===== config.mk =====
export PLATFORM = sky130hd
export DESIGN_NAME = dump_tx
export DESIGN_NICKNAME = d
export VERILOG_FILES = /design/src/rtl/dump_tx.sv
export SDC_FILE = /design/constraint.sdc
export NUM_CORES = 1
export LEC_CHECK = 0
export ABC_AREA = 1
export CORE_ASPECT_RATIO = 0.9
export CORE_MARGIN = 1
export CORE_UTILIZATION = 54
export CTS_CLUSTER_DIAMETER = 40
export DETAILED_ROUTE_END_ITERATION = 16
export PLACE_DENSITY = 0.78
export SLEW_MARGIN = 20
export SYNTH_ARGS = -nofsm -noshare
export SYNTH_HDL_FRONTEND = slang
export SYNTH_SLANG_ARGS = --single-unit

===== constraint.sdc =====
create_clock -name clk -period 1.9 [get_ports clk]
set_input_delay 0.57 -clock clk [delete_from_list [all_inputs] [get_ports clk]]
set_output_delay 0.57 -clock clk [all_outputs]
set_load 0.02 [all_outputs]

===== src/rtl/dump_tx.sv =====
// dump_tx: serialises one RAM byte per send_dump request as a UART frame and pulses dump_sent when its stop bit completes.
// Optional even-parity bit between data and stop is enabled by defining DUMP_TX_PARITY_EN.
module dump_tx #(
   parameter int CLKS_PER_BIT = 868,
   parameter int CNT_W        = 10
) (
   input  logic             clk,
   input  logic             rst_n,
   input  logic             send_dump,
   input  logic [7:0]       rdata,
   input  logic             dump_finished,
   output logic             dump_sent,
   output logic             tx,
   output logic             tx_busy,
   output logic [CNT_W-1:0] byte_cnt
);

   localparam int                BAUD_W    = (CLKS_PER_BIT > 2) ? $clog2(CLKS_PER_BIT) : 1;
   localparam logic [BAUD_W-1:0] BAUD_LAST = BAUD_W'(CLKS_PER_BIT - 1);

   typedef enum logic [2:0] {
      IDLE,
      START,
      DATA,
`ifdef DUMP_TX_PARITY_EN
      PARITY,
`endif
      STOP,
      DONE
   } state_t;

`ifdef DUMP_TX_PARITY_EN
   localparam state_t AFTER_DATA = PARITY;
`else
   localparam state_t AFTER_DATA = STOP;
`endif

   state_t            state_q, state_d;
   logic [BAUD_W-1:0] baud_q, baud_d;
   logic [2:0]        bit_q, bit_d;
   logic [7:0]        data_q, data_d;
   logic              tx_d, busy_d, sent_d;
   logic [CNT_W-1:0]  cnt_d;
   logic              baud_tc;

   assign baud_tc = (baud_q == BAUD_LAST);

   // NOTE: sequential state uses non-blocking assignments only, so every flop
   // samples the pre-edge value of every other flop regardless of block order.
   always_ff @(posedge clk or negedge rst_n) begin
      if (!rst_n) begin
         state_q   <= IDLE;
         baud_q    <= '0;
         bit_q     <= '0;
         data_q    <= '0;
         tx        <= 1'b1;
         tx_busy   <= 1'b0;
         dump_sent <= 1'b0;
         byte_cnt  <= '0;
      end else begin
         state_q   <= state_d;
         baud_q    <= baud_d;
         bit_q     <= bit_d;
         data_q    <= data_d;
         tx        <= tx_d;
         tx_busy   <= busy_d;
         dump_sent <= sent_d;
         byte_cnt  <= cnt_d;
      end
   end

   // NOTE: every signal driven here gets a hold-value default first, so no
   // path through the case leaves it unassigned and no latch is inferred.
   always_comb begin
      state_d = state_q;
      baud_d  = baud_q;
      bit_d   = bit_q;
      data_d  = data_q;

      // Every timed state shares one baud counter that wraps on each bit boundary.
      if (state_q != IDLE && state_q != DONE) begin
         baud_d = baud_tc ? '0 : baud_q + BAUD_W'(1);
      end

      case (state_q)
         IDLE: begin
            if (send_dump) begin
               data_d  = rdata;
               baud_d  = '0;
               bit_d   = '0;
               state_d = START;
            end
         end
         START: begin
            if (baud_tc) state_d = DATA;
         end
         DATA: begin
            if (baud_tc) begin
               if (bit_q == 3'd7) state_d = AFTER_DATA;
               else               bit_d   = bit_q + 3'd1;
            end
         end
`ifdef DUMP_TX_PARITY_EN
         PARITY: begin
            if (baud_tc) state_d = STOP;
         end
`endif
         STOP: begin
            if (baud_tc) state_d = DONE;
         end
         DONE: begin
            // A send_dump level still held from this request is deliberately ignored here.
            state_d = IDLE;
         end
         default: state_d = IDLE;
      endcase
   end

   // Outputs are computed from the next state so that the registered copies line up with it.
   always_comb begin
      tx_d = 1'b1;
      case (state_d)
         START:   tx_d = 1'b0;
         DATA:    tx_d = data_d[bit_d];
`ifdef DUMP_TX_PARITY_EN
         PARITY:  tx_d = ^data_d;
`endif
         default: tx_d = 1'b1;
      endcase

      busy_d = (state_d != IDLE);
      sent_d = (state_d == DONE);

      // The byte is counted on leaving DONE, so a coincident dump_finished takes priority.
      if (dump_finished)         cnt_d = '0;
      else if (state_q == DONE)  cnt_d = byte_cnt + CNT_W'(1);
      else                       cnt_d = byte_cnt;
   end

endmodule


== Word level (Yosys, flattened, before mapping) ==
Cells that the tools add are included.

* Bits in registers: 37
* Bits of input ports: 12
* Output and inout bits: 13
* Word-level logic and storage cells: 48

* $add $sub $neg: 3
* $lt $le $gt $ge: 1
* Equal/unequal tests: 10
* Mux-type cells: 21
* Reduce and logical (&&, ||, !) cells: 5

{| class="wikitable"
|+ Operators by type and width
! operator !! number
|-
| 10-bit 2-to-1 mux || 6
|-
| 3-bit 2-to-1 mux || 8
|-
| 10-bit by 1-bit adder with 10-bit output (second input constant) || 2
|-
| 8-bit 2-to-1 mux || 2
|-
| 3-bit one-hot mux with 4 select lines || 1
|-
| 10-bit equality test (second input constant) || 1
|-
| 3-bit by 2-bit equality test with 1-bit output (second input constant) || 3
|-
| 3-bit equality test (second input constant) || 3
|-
| 3-bit by 1-bit equality test with 1-bit output (second input constant) || 2
|-
| 3-bit one-hot mux with 2 select lines || 1
|-
| 3-bit nonzero test || 2
|-
| 3-bit by 4-bit less-than comparator with 1-bit output (second input constant) || 1
|-
| 3-bit by 1-bit adder with 3-bit output (second input constant) || 1
|-
| 1-bit binary-select mux with 3-bit select || 1
|-
| 3-bit logical NOT || 1
|-
| 3-bit != test (second input constant) || 1
|-
| 1-bit one-hot mux with 2 select lines || 1
|-
| 2-bit nonzero test || 1
|-
| 1-bit logical AND || 1
|-
| 1-bit 2-to-1 mux || 1
|}

== Depth between registers and ports, before layout ==
Gate-level depths: netlist (run 1).

* Word-level depth: 7
* Gate-level depth with buffers: 12
* Mapped depth without buffers: 12

== Worst setup path before layout (run 1) ==
Ideal clock, no wire load.

* Path type: register to register
* Start point: register baud_q[0]
* End point: register tx
* Setup time: 0.076 ns
* Arrival time: 1.399 ns
* Required time: 1.824 ns
* Slack: 0.425 ns
* Stages on the path, launching flop included: 10
* Path buffers: 0
* Clock period less this slack: 1.475 ns
* Path through: dfrtp_1 > ha_1 > nand3_1 > nor2_4 > nand2_2 > o21ai_1 > nand3_1 > nor2_1 > nand3b_1 > nand2_1

* Longest elaborated chain between the ends: 6
* Elaborated cells on any way between the ends: 12
* Classes of those cells: eq/ne: 3; mux: 9

{| class="wikitable"
|+ Ends and longest elaborated chain
! item !! RTL line !! text
|-
| start: declaration || 39 || <nowiki>logic [BAUD_W-1:0] baud_q, baud_d;</nowiki>
|-
| start signal: assignment || 62 || <nowiki>baud_q <= baud_d;</nowiki>
|-
| 10-bit equality test * || 46 || <nowiki>assign baud_tc = (baud_q == BAUD_LAST);</nowiki>
|-
| 3-bit 2-to-1 mux || 98 || <nowiki>if (baud_tc) begin</nowiki>
|-
| 3-bit one-hot mux with 2 select lines || 85 || <nowiki>case (state_q)</nowiki>
|-
| 1-bit binary-select mux with 3-bit select || 124 || <nowiki>DATA: tx_d = data_d[bit_d];</nowiki>
|-
| 1-bit 2-to-1 mux (not written as such) || 124 ||
|-
| 1-bit one-hot mux with 2 select lines * || 122 || <nowiki>case (state_d)</nowiki>
|-
| net tx_d || 42 || <nowiki>logic tx_d, busy_d, sent_d;</nowiki>
|-
| end signal: assignment || 65 || <nowiki>tx <= tx_d;</nowiki>
|-
| end: declaration || 13 || <nowiki>output logic tx,</nowiki>
|}

The timed path passes the listed nets; every way through them passes the cells marked *. The select of a mux whose other input is x is not followed.
A chain may end at the register's enable or synchronous reset.

== Worst setup path in the final report (run 1) ==
* Start point: register byte_cnt[9]
* End point: output port byte_cnt[9]

{| class="wikitable"
|+ RTL lines
! item !! RTL line !! text
|-
| start: declaration || 15 || <nowiki>output logic [CNT_W-1:0] byte_cnt</nowiki>
|-
| start signal: assignment || 68 || <nowiki>byte_cnt <= cnt_d;</nowiki>
|}

No word-level cell between the ends.

==> metrics.md, run 1 <==
| Metric | Value |
|---|---|
| Final Skew | 8.173 ps |
| Cts hold-fix bufs | 0 |
| CP arrival | 1270 ps |
| Drt first pass iters | 4 |
| Power density over the cells | 647.2 nW/um^2 |
| Reg2reg end | baud_q[9] |
| Status | finished, final reports clean |
| Syn Std Cell Area | 1902 sq um |
| CP required | 1330 ps |
| Root Buffer | clkbuf_8 |
| Post-synth EDFFs | 0 |
| Grt met1 use | 27.78% |
| Max-slew violation count | 0 |
| Postcts setup bufs | 0 |
| Least-Margin Pin Slew | 463.9 ps |
| Synth top area cells | dfrtp_1 (47%), inv_1 (6.9%), nand2_1 (6.9%) |
| Slowest cell delay on critical path | 610 ps |
| Ys async rst share | 100.0% |
| Min Tclk post-route | 1844 ps |
| Startpoint class of the critical path | register |
| Fin crit share | 97.04% |
| Die area | 3764 sq um |
| WL/cell | 11.67 microns |
| Die W | 64.56 microns |
| Final setup violation count | 0 |
| Number of I/O pins | 25 |
| Kind of cell with the highest combined delay on the critical path | buffers and inverters |
| Total GRT Usage | 21.40% |
| Initial DRC count | 76 |
| Top FF cell, synth | dfrtp_1 |
| CTS Sinks | 37 |
| Most numerous cell in the Yosys netlist | dfrtp_1 |
| Placed wire-length estimate | 2680 microns |
| Number of port buffers | 24 |
| Max FO, Critical Path | 3 |
| Final Cell Area | 2366 sq um |
| Clk slew on worst S/H paths | 80 ps |
| Synth Net Count | 241 |
| Worst R2R Setup Slack | 170 ps |
| Cell taking the most area after synthesis | dfrtp_1 |
| Total Power | 1531 uW |
| Core ar. | 3378 sq um |
| H-tree levels | 2 |
| Hold Vio Cnt, Final | 0 |
| GR Layer Usage met3 | 5.233% |
| Effective utilization at floorplan | 56.30% |
| Mean post-synth cell area | 8.415 sq um |
| Crit path from | byte_cnt[9] |
| Initial antenna violation count | 0 |
| Via Count | 1,552 |
| HP Class | in2async |
| Largest net degree at the start of global routing | 38 |
| Synth Instances | 226 |
| CP Capture Type | primary output |
| Seq/Total Area, Yosys | 48.75% |
| Leakage power | 0.001270 uW |
| Share of layout cells above drive strength 1 | 14.66% |
| CTS tree | done |
| Final nets | 280 |
| DR DRC count | 0 |
| Grt met2 use | 35.19% |
| Kind of critical path | reg2out |
| CTS max path bufs | 2 |
| Critical path cell sequence | clkdlybuf4s50_1 |
| Worst R2R Start | baud_q[0] |
| Cells after DPL | 302 |
| ANT cells | 0 |
| Top Usage Layer GRT | met2 |
| Die Height | 58.30 microns |
| Yosys top cell area share | 47.37% |
| Ys Warns | 0 |
| Finished Layout Cells | 310 |
| Placed cell area | 2248 sq um |
| Total gr overflow | 0 |
| Post-route ant nets | 0 |
| Vias in the first global route | 1,401 |
| Final Wtd Congestion | 0.7993 |
| RSZ-0062 raised after global routing | false |
| R2R depth | 7 |
| CP max stage cell | clkdlybuf4s50_1 |
| Fmax | 542.3 MHz |
| Worst relative slew slack | 69.07% |
| CP Capture Point | byte_cnt[9] |
| DRT Wirelength | 3617 microns |
| Max IR drop VDD | 0.5424 mV |
| Total CTS buffers | 5 |
| Synth cell count leaders | dfrtp_1 (36), inv_1 (35), nand2_1 (35), nor2_1 (24), nand3_1 (20) |
| Buf/Inv on CP | 1 |
| Yosys cell types | 30 |
| WP depth | 1 |
| First-pass GRT wire length | 6058 microns |
| # rows | 20 |
| Synthesized flop and latch total | 37 |
| Max Cap Viol | 0 |
| Worst-skew pair later-pin latency | 290 ps |
| Via-to-Cell Ratio | 5.006 |
| Area grow syn2layout | 24.41% |
-- report_power, final --
part               switching, uW  internal, uW  leakage (uW)
Sequential     0.000000000000167           787      0.000452
Combinational               23.1          21.4      0.000759
Clock                        272           428     0.0000585
-- worst min-delay path by stage --
| stage | endpoint | slack [ps] |
|---|---|---|
| floorplan | baud_q[0] | 270 |
| finish | baud_q[6] | 310 |
| global placement | byte_cnt[9] | 460 |
| detailed placement | byte_cnt[9] | 460 |
| CTS | baud_q[0] | 320 |
| global route | baud_q[6] | 370 |
-- repair_timing --
action	4_1_cts	5_1_grt
gates cloned	0	0
setup endpoints to repair	5	3
resized for setup	5	3
-- routing by layer --
metal	wire length, microns	vias to the layer above
li1	-	810
met4	55	0
met2	1653	30
met5	0	-
met3	127	6
met1	1780	706
-- registers in the layout, summed over array words and instances, names as in the netlist --
register and flops:
tx 1, baud_q 10, dump_sent 1, byte_cnt 10, bit_q 3, data_q 8
state_q 3, tx_busy 1
-- layout make-up --
cell class / count / area [sq um]
Fill cell: 284 / 1012
Sequential cell: 37 / 927.1
Multi-Input combinational cell: 149 / 817.0
Timing Repair Buffer: 33 / 304.0
Inverter: 39 / 146.4
Clock buffer: 7 / 86.33
Tap cell: 44 / 55.05
Clock inverter: 1 / 30.03
-- stage by stage --
step	worst slack [ps]	hold slack [ps]	TNS, ps	utilization [%]
after detailed placement	-147.4	464.1	-352.0	66.56
final	56.16	306.1	0	70.04
after CTS	1.376	324.4	0	69.81
after floorplan	425.0	274.4	0	-
after global placement	-121.6	455.8	-266.4	66.56
after global routing	0.1792	366.6	0	70.04
-- kinds of logic after synthesis --
kind of cell / Yosys count / synth area share (%)
AOI/OAI and AO/OA: 30 / 8.487
xor gates and xnor gates: 1 / 0.4606
adders and majority gates: 3 / 1.974
buffers and inverters: 40 / 8.289
DFF: 37 / 48.75
and+or+nand+nor: 115 / 32.04
-- placed cells by master, fill, tap and decap left out, drive strengths merged, types with 5 or more instances in the layout --
cell type / count
dlygate4sd2: 5
clkbuf: 7
nor2: 29
buf: 10
a21oi: 10
nand3: 24
clkdlybuf4s50: 15
nand2: 39
dfrtp: 36
or2: 5
o21ai: 17
inv: 39
nor3: 7
-- worst reg2reg max path: cells and delay by family (launching register included) --
kind                       cells  cell delay [ps]
AOI/OAI and AO/OA              3              600
adders and majority gates      1              210
and+or+nand+nor                3              420
DFF                            1              380
No activity file was read; power rests on OpenSTA's default activity.
==> inputs of run 2 (changes only) <==
--- a/config.mk
+++ b/config.mk
@@ -8,10 +8,10 @@
 export ABC_AREA = 1
 export CORE_ASPECT_RATIO = 0.9
 export CORE_MARGIN = 1
-export CORE_UTILIZATION = 54
+export CORE_UTILIZATION = 49
 export CTS_CLUSTER_DIAMETER = 40
 export DETAILED_ROUTE_END_ITERATION = 16
-export PLACE_DENSITY = 0.78
+export PLACE_DENSITY = 0.75
 export SLEW_MARGIN = 20
 export SYNTH_ARGS = -nofsm -noshare
 export SYNTH_HDL_FRONTEND = slang
==> constraint.sdc (replaced) <==
create_clock -name clk -period 1.55 [get_ports clk]
set_input_delay 0.465 -clock clk [delete_from_list [all_inputs] [get_ports clk]]
set_output_delay 0.465 -clock clk [all_outputs]
set_load 0.02 [all_outputs]
==> run 2 against run 1 <==
The run now ends with negative setup slack left. Register-to-register slack lost 330 ps. Final cell count grew 16%. Sequential share of layout area shrank 7.5 points. Largest cell class is now multi-input combinational cells. Non-clock buffer count grew 48. Largest power group unchanged. Combinational power grew 53%. Wire length grew 40%. Clock-buffer cell count shrank 1. Clock power shrank 4.3%. Highest routed layer unchanged.
==> metrics.md, run 2 (synthesized netlist as in run 1, its figures left out) <==
| Metric | Value |
|---|---|
| Via-to-Cell Ratio | 5.127 |
| Placed wire-length estimate | 2951 microns |
| Placed cell area | 2474 sq um |
| CP arrival | 1950 ps |
| Area grow syn2layout | 53.95% |
| Max FO, Critical Path | 5 |
| Worst-skew pair later-pin latency | 300 ps |
| Largest regs | baud_q (10), byte_cnt (10), data_q (8) |
| Final Skew | 7.653 ps |
| Worst setup margin | -156.4 ps |
| Vias in the first global route | 1,685 |
| Initial antenna violation count | 0 |
| RSZ-0062 raised after global routing | true |
| Clk slew on worst S/H paths | 80 ps |
| Kind of critical path | reg2reg |
| Filler cells | 241 |
| Final Cell Area | 2928 sq um |
| Critical path cell sequence | ha_4, nand3_4, nor2_4, nand2_2, nand3_1, nand2_2, inv_1, nand3_2, nand3b_1, nand3_2, nand2_1 |
| Least-Margin Pin Slew | 363.3 ps |
| Min Tclk post-route | 1706 ps |
| Status | finished with violations |
| Fmax | 586.0 MHz |
| CP max stage cell | dfrtp_1 |
| # rows | 21 |
| Final Util | 79.03% |
| Final setup violation count | 7 |
| Final Wtd Congestion | 0.7621 |
| Die area | 4135 sq um |
| Max IR drop VDD | 0.5976 mV |
| CTS Sinks | 37 |
| DP Worst Slack | -423.7 ps |
| Max Cap Viol | 0 |
| Drt first pass iters | 4 |
| Core ar. | 3705 sq um |
| Root Buffer | clkbuf_8 |
| Total gr overflow | 0 |
| Hold slack | 68.48 ps |
| Initial DRC count | 131 |
| Worst relative slew slack | 75.78% |
| Number of I/O pins | 25 |
| HP Class | in2async |
| Startpoint class of the critical path | register |
| ANT cells | 0 |
| Largest net degree at the start of global routing | 25 |
| CTS tree | done |
| Power density over the cells | 581.2 nW/um^2 |
| Cts hold-fix bufs | 0 |
| H-tree levels | 2 |
| Hold Vio Cnt, Final | 0 |
| CP required | 1800 ps |
| Leakage power | 0.001526 uW |
| Fin crit share | 110.1% |
| DR DRC count | 0 |
| First-pass GRT wire length | 7134 microns |
| Total Power | 1702 uW |
| Via Count | 1,851 |
| Number of port buffers | 24 |
| DRT Wirelength | 5053 microns |
| Post-route ant nets | 0 |
| Failing checks | negative setup slack |
| Total CTS buffers | 5 |
| CTS max path bufs | 2 |
| Total GRT Usage | 23.81% |
| WL/cell | 14.00 microns |
| Max-slew violation count | 0 |
| Most frequent cells in the layout | buf_4 (50), dfrtp_1 (35), inv_1 (33) |
| Die Height | 61.10 microns |
| Share of layout cells above drive strength 1 | 39.05% |
| CP Capture Type | register |
| Most common cell after layout, fill and taps aside | buf_4 |
| Die W | 67.67 microns |
| Effective utilization at floorplan | 51.33% |
| Final nets | 329 |
| Slowest cell delay on critical path | 400 ps |
## run 2: changes by cell type in the layout (fill, tap and decap cells not counted), sizes merged
cell,change
buf,+48
bufinv,-1
clkbuf,+1
clkdlybuf4s50,-6
clkinv,+2
dlygate4sd2,+7
dlymetal6s2s,-3
nand3,+1
## run 2: routing by layer
| metal | track usage, % | vias up | wire length (microns) |
|---|---|---|---|
| met1 | 28.79 | 874 | 2186 |
| met5 | 0 | - | 0 |
| met4 | 12.46 | 0 | 157 |
| met2 | 39.18 | 49 | 2494 |
| met3 | 6.296 | 18 | 214 |
| li1 | - | 910 | - |
## run 2: power by group
part | internal [uW] | switching (uW) | total, uW | leakage [uW]
sequential | 965 | 0.000000000000122 | 965 | 0.000452
clock | 312 | 357 | 669 | 0.0000450
combinational | 34.5 | 33.7 | 68.2 | 0.00103
## run 2: timing repair
item	CTS	global route
pin swaps	11	33
resized for setup	28	47
gates cloned	1	0
endpoints found under the setup margin	27	20
buffers inserted	8	12
## run 2: final cells by class
cell class	count	area [sq um]	area share [%]
clock buffer	6	72.57	2.479
clock inverter	2	10.01	0.3419
inverter	39	148.9	5.085
multi-input combinational	150	1028	35.13
sequential	37	928.4	31.71
tap	46	57.56	1.966
timing repair buffer	81	681.9	23.29
## run 2: path summary, 6_finish.rpt
kind / to / slack [ps] / depth (start not counted) / from
setup / recovery: tx / -160 / 11 / baud_q[0]
hold / removal: baud_q[5] / 70 / 1 / rst_n
max in group asynchronous: state_q[0] / 1020 / 2 / rst_n
setup reg to reg: tx / -160 / 11 / baud_q[0]
min in group clk: byte_cnt[9] / 470 / 1 / byte_cnt[9]
hold reg to reg: byte_cnt[9] / 470 / 1 / byte_cnt[9]
## run 2: through the flow
| step | setup TNS [ps] | instances |
|---|---|---|
| 6_report | -370.5 | 361 |
| 4_1_cts | -126.5 | 349 |
| 3_5_place_dp | -4788 | 332 |
| 5_1_grt | -1488 | 361 |
| 2_1_floorplan | 0 | 226 |
| 3_3_place_gp | -4332 | 332 |
## run 2: critical path, delay by kind of cell (launching register included)
family,cells,cell delay (ps)
adder cells (fa/ha/maj),1,170
flip-flops,1,400
AND/OR/NAND/NOR,9,960
buffers and inverters,1,110
